## config.mk

```make
export PLATFORM = sky130hd
export DESIGN_NAME = bcd_counter_ctrl
export DESIGN_NICKNAME = d
export VERILOG_FILES = /design/src/rtl/bcd_counter_pkg.sv /design/src/rtl/bcd_incrementer.sv /design/src/rtl/tick_prescaler.sv /design/src/rtl/bcd_counter_ctrl.sv
export SDC_FILE = /design/constraint.sdc
export NUM_CORES = 1
export LEC_CHECK = 0
export ABC_CLOCK_PERIOD_IN_PS = 7200
export CAP_MARGIN = 5
export CORE_MARGIN = 5
export CORE_UTILIZATION = 55
export DETAILED_ROUTE_END_ITERATION = 8
export PLACE_DENSITY = 0.83
export SYNTH_ARGS = -nofsm -noshare
export SYNTH_HDL_FRONTEND = slang
export SYNTH_SLANG_ARGS = --single-unit
```

## constraint.sdc

```tcl
create_clock -name clk -period 7.2 [get_ports clk]
set_clock_uncertainty 0.2 [all_clocks]
set_input_delay 0.72 -clock clk [delete_from_list [all_inputs] [get_ports clk]]
set_output_delay 0.72 -clock clk [all_outputs]
set_load 0.01 [all_outputs]
```

## src/rtl/bcd_counter_pkg.sv

```systemverilog
// Shared types and helpers for the BCD counter sequencer and its datapath.
package bcd_counter_pkg;

   typedef logic [3:0] bcd_digit_t;

   typedef enum logic [1:0] {
      STOPPED   = 2'd0,
      RUNNING   = 2'd1,
      SATURATED = 2'd2
   } ctrl_state_t;

   localparam bcd_digit_t BCD_MAX = 4'h9;

   // Sanitise a loaded digit: anything above 9 is pinned to 9.
   function automatic bcd_digit_t bcd_clamp(input bcd_digit_t d);
      return (d > BCD_MAX) ? BCD_MAX : d;
   endfunction

endpackage

```

## src/rtl/bcd_incrementer.sv

```systemverilog
// Combinational BCD incrementer: adds one to a DIGITS-wide BCD value.
// carry_out is high when every digit was >= 9 (the all-9s case).
module bcd_incrementer
   import bcd_counter_pkg::*;
#(
   parameter int unsigned DIGITS = 6
) (
   input  logic [DIGITS-1:0][3:0] bcd_in,
   output logic [DIGITS-1:0][3:0] bcd_out,
   output logic                   carry_out
);

   logic carry_c;

   // Ripple from digit 0: digits >= 9 wrap to 0 and carry, first digit < 9 absorbs the carry.
   always_comb begin
      carry_c = 1'b1;
      bcd_out = bcd_in;
      for (int unsigned i = 0; i < DIGITS; i++) begin
         if (carry_c) begin
            if (bcd_in[i] >= BCD_MAX) begin
               bcd_out[i] = '0;
            end else begin
               bcd_out[i] = bcd_in[i] + 4'd1;
               carry_c    = 1'b0;
            end
         end
      end
      carry_out = carry_c;
   end

endmodule

```

## src/rtl/tick_prescaler.sv

```systemverilog
// Divides clk into a one-cycle tick every TICK_DIV enabled cycles.
// enable must come from registered state so tick has no input-to-output path.
module tick_prescaler #(
   parameter int unsigned TICK_DIV = 5_000_000
) (
   input  logic clk,
   input  logic reset,
   input  logic enable,
   input  logic restart,
   input  logic hold,
   output logic tick
);

   localparam int unsigned     CNT_W   = (TICK_DIV > 1) ? $clog2(TICK_DIV) : 1;
   localparam logic [CNT_W-1:0] CNT_MAX = CNT_W'(TICK_DIV - 1);

   logic [CNT_W-1:0] cnt_q;
   logic [CNT_W-1:0] cnt_d;

   // Next count: restart wins, otherwise advance and wrap while enabled and not held.
   always_comb begin
      cnt_d = cnt_q;
      if (restart) begin
         cnt_d = '0;
      end else if (enable && !hold) begin
         if (cnt_q == CNT_MAX) begin
            cnt_d = '0;
         end else begin
            cnt_d = cnt_q + CNT_W'(1);
         end
      end
   end

   // Prescaler register with synchronous reset.
   always_ff @(posedge clk) begin
      if (reset) begin
         cnt_q <= '0;
      end else begin
         cnt_q <= cnt_d;
      end
   end

   assign tick = enable && (cnt_q == CNT_MAX);

endmodule

```

## src/rtl/bcd_counter_ctrl.sv

```systemverilog
// Sequencer for the seven-segment BCD counter: owns the count register,
// the run/stop/saturate state and the count-tick prescaler.
module bcd_counter_ctrl
   import bcd_counter_pkg::*;
#(
   parameter int unsigned DIGITS   = 6,
   parameter int unsigned TICK_DIV = 5_000_000,
   parameter bit          WRAP     = 1'b1
) (
   input  logic                   clk,
   input  logic                   reset,
   input  logic                   start,
   input  logic                   stop,
   input  logic                   clear,
   input  logic                   load,
   input  logic [DIGITS-1:0][3:0] load_value,
   output logic [DIGITS-1:0][3:0] count_out,
   output logic                   running,
   output logic                   done,
   output logic                   rollover,
   output logic                   tick
);

   ctrl_state_t            state_q;
   ctrl_state_t            state_d;
   logic [DIGITS-1:0][3:0] count_q;
   logic [DIGITS-1:0][3:0] count_d;
   logic                   running_q;
   logic                   running_d;
   logic                   done_q;
   logic                   done_d;
   logic                   rollover_q;
   logic                   rollover_d;

   logic                   presc_restart;
   logic                   presc_hold;
   logic                   tick_w;
   logic [DIGITS-1:0][3:0] inc_count;
   logic                   inc_all9;

   bcd_incrementer #(
      .DIGITS (DIGITS)
   ) u_incr (
      .bcd_in    (count_q),
      .bcd_out   (inc_count),
      .carry_out (inc_all9)
   );

   tick_prescaler #(
      .TICK_DIV (TICK_DIV)
   ) u_presc (
      .clk     (clk),
      .reset   (reset),
      .enable  (running_q),
      .restart (presc_restart),
      .hold    (presc_hold),
      .tick    (tick_w)
   );

   // Command decode, priority clear > load > stop > start > tick; start only counts as a command from STOPPED.
   always_comb begin
      state_d       = state_q;
      count_d       = count_q;
      rollover_d    = 1'b0;
      presc_restart = 1'b0;
      presc_hold    = 1'b0;
      if (clear) begin
         count_d       = '0;
         state_d       = STOPPED;
         presc_restart = 1'b1;
      end else if (load) begin
         for (int unsigned i = 0; i < DIGITS; i++) begin
            count_d[i] = bcd_clamp(load_value[i]);
         end
         state_d       = STOPPED;
         presc_restart = 1'b1;
      end else if (stop) begin
         presc_hold = 1'b1;
         if (state_q == RUNNING) begin
            state_d = STOPPED;
         end
      end else if (start && (state_q == STOPPED)) begin
         state_d       = RUNNING;
         presc_restart = 1'b1;
      end else if (tick_w) begin
         if (inc_all9 && !WRAP) begin
            state_d = SATURATED;
         end else begin
            count_d    = inc_count;
            rollover_d = inc_all9;
         end
      end
      running_d = (state_d == RUNNING);
      done_d    = (state_d == SATURATED);
   end

   // State, count and status flags, all registered.
   always_ff @(posedge clk) begin
      if (reset) begin
         state_q    <= STOPPED;
         count_q    <= '0;
         running_q  <= 1'b0;
         done_q     <= 1'b0;
         rollover_q <= 1'b0;
      end else begin
         state_q    <= state_d;
         count_q    <= count_d;
         running_q  <= running_d;
         done_q     <= done_d;
         rollover_q <= rollover_d;
      end
   end

   assign count_out = count_q;
   assign running   = running_q;
   assign done      = done_q;
   assign rollover  = rollover_q;
   assign tick      = tick_w;

endmodule

```

==> metrics.txt <==
status completed; Post-Syn Instances 378; diode count 0; H-tree depth 2; EDFF count, synth 0; Sw Share 26.1%; largest net degree at the start of global routing 40; final setup fails 0; fin crit share 47.9%; Die X 86 um; Synth area leader dfxtp_1; total CTS buffers 5; # fillers 463; Syn Area/Cell 8.40 um2; Max-Cap Viols 0; die outline area 0.00740 mm2; Iteration-0 DRC Markers 247; WHS 0.245 ns; Crit. End Element output port; pwr dens 142 mW/mm2; Slew Limit Fails 0; CTS root buffer clkbuf_8; Total GRT Usage 21.8%; Std-Cell Rows 27; global placement routability congestion 0.835; Die Span Y 86 um; vias in the first global route 2914; NetSw 145 uW; critical path arrival 2.53 ns; clock latency at the later pin of the worst-skew pair 0.31 ns; # resized after CTS 0; starting utilization of the core area 57.0%; routed vias/inst 6.09; VDD IR-drop max 0.0922 mV; Critical path origin u_presc.cnt_q[0]; residual DRC count 0; kind of critical path reg -> out; worst r2r src u_presc.cnt_q[0]; Final min period 3.45 ns; synthesized area 0.00318 mm2; most common cell after layout, fill and taps aside clkdlybuf4s50_1; Placed Cells 495; Synth Flop Type dfxtp_1; Rel. slew slack 34.6%; most frequent cells in the layout clkdlybuf4s50_1, dfxtp_1, nor2_1, inv_1, nand2_1; slew at the pin with the worst max-slew slack 0.977 ns; unrepaired setup endpoints after global routing no; gr ovfl total 0; Post-DRT Antenna Nets 0; number of synthesized register bits 52; Synth async-reset ratio 0%; Distinct cells, synth 52; leakage power 0.00137 uW; top cells by area, synth dfxtp_1, ha_1, nor2_1; final hold viol count 0; CTS clk-pin slew, worst paths 0.09 ns; DR pass1 iterations 5; CP Launch Type flop; Via Count 3064; hpwl dp 5.98 mm; sequential area share after synthesis 32.8%; initial antenna violation count 0; Syn. warnings 0; first-pass GRT wire length 13.5 mm; Final Core Density 69.8%; hold_buf cts 0; CP required 6.28 ns; Fmax 290 MHz; clock network fraction of design power 31.9%; Synth top area share 32.8%; syn nets 427; clk sinks 52; CTS Buffer Depth 2; # nets final 479; Crit Path Max Fanout 10; TritonCTS clock tree done; hold wc startpoint state_q[0]; share of layout cells above drive strength 1 5.57%; Non-Filler Instances 503; Logic pwr share 14.0%; Total Routed Length 8.09 mm; Hold Crit Class reg -> reg; IO Port Bufs 57; Core Box Area 0.00557 mm2; Setup Buffers After CTS 0; WL/cell 16.1 um; post-route setup TNS 0 ns; Pint 410 uW; sequential share of power 54.1%; Area Overhead vs Synth 22.5%; IO Count 58
stage by stage:
stage	worst slack, ns	total power (uW)	instance area (um2)
after CTS	3.74	557	3890
final	3.75	554	3890
after global routing	3.54	578	3890
after global placement	4.16	381	3800
after detailed placement	4.09	383	3800
after floorplan	4.78	344	3180
registers in the layout, indices dropped and copies added (netlist names):
register	count
count_out	24
u_presc.cnt_q	23
state_q	2
done	1
rollover	1
running	1
power groups by stage:
stage	Combinational (uW)	Clock (uW)	Sequential, uW
3_5_place_dp	76.8	0	306
2_1_floorplan	37.2	0	307
6_report	77.7	177	300
3_3_place_gp	75.2	0	306
5_1_grt	84.2	192	301
4_1_cts	77.4	180	300
final timing paths:
check | endpoint | slack, ns | cells after the start
worst max-delay path | tick | 3.75 | 5
worst min-delay path | done | 0.25 | 1
worst max register to register | u_presc.cnt_q[2] | 4.34 | 6
worst min register to register | done | 0.25 | 1
layer usage:
| layer | share of wire (%) | GRT usage, % | up-vias |
|---|---|---|---|
| li1 | - | - | 1487 |
| met4 | 1.9 | 6.76 | 0 |
| met2 | 48 | 37.9 | 116 |
| met5 | 0 | 0 | - |
| met1 | 43 | 26.4 | 1441 |
| met3 | 6.9 | 5.09 | 20 |
kinds of logic (layout without fill, tap and decap cells):
group | count (synthesis) | in the layout | share of synthesized area (%)
DFF | 52 | 52 | 32.8
buffers and inverters | 39 | 92 | 4.77
muxes | 4 | 4 | 1.26
and+or+nand+nor | 160 | 160 | 29.0
AOI/OAI and AO/OA | 79 | 79 | 17.8
xor gates and xnor gates | 25 | 25 | 6.89
adders and majority gates | 19 | 19 | 7.48
Yosys cell counts (all sizes together), types with 4 or more instances:
| cell | instances |
|---|---|
| buf | 4 |
| nor3 | 10 |
| and3 | 4 |
| a211oi | 14 |
| ha | 19 |
| xnor2 | 12 |
| and2 | 9 |
| o31a | 4 |
| o31ai | 7 |
| nand3 | 14 |
| a21oi | 12 |
| and4 | 7 |
| a31oi | 6 |
| xor2 | 13 |
| o21ai | 12 |
| clkbuf | 9 |
| nand4 | 11 |
| dfxtp | 52 |
| nand2 | 23 |
| or3 | 4 |
| nor3b | 7 |
| mux2i | 4 |
| nor2 | 43 |
| or3b | 4 |
| inv | 26 |
| nor4 | 11 |
layout make-up:
class	instances	area [um2]	share of cell area, %
clock inverters	1	7.51	0.193
clock buffers	7	86.3	2.22
repair buffers	58	578	14.9
flip-flops and latches	52	1040	26.8
inverters	26	97.6	2.51
multi-input cells	287	1990	51.2
well taps	72	90.1	2.32
worst max-delay path: stages (launching register included):
cell	delay, ns
dfxtp_1	0.43
ha_1	0.24
nor4b_2	0.27
and4_1	0.45
and3_1	0.27
clkdlybuf4s50_1	0.56
Note: power is estimated with default switching activity, not from simulation.
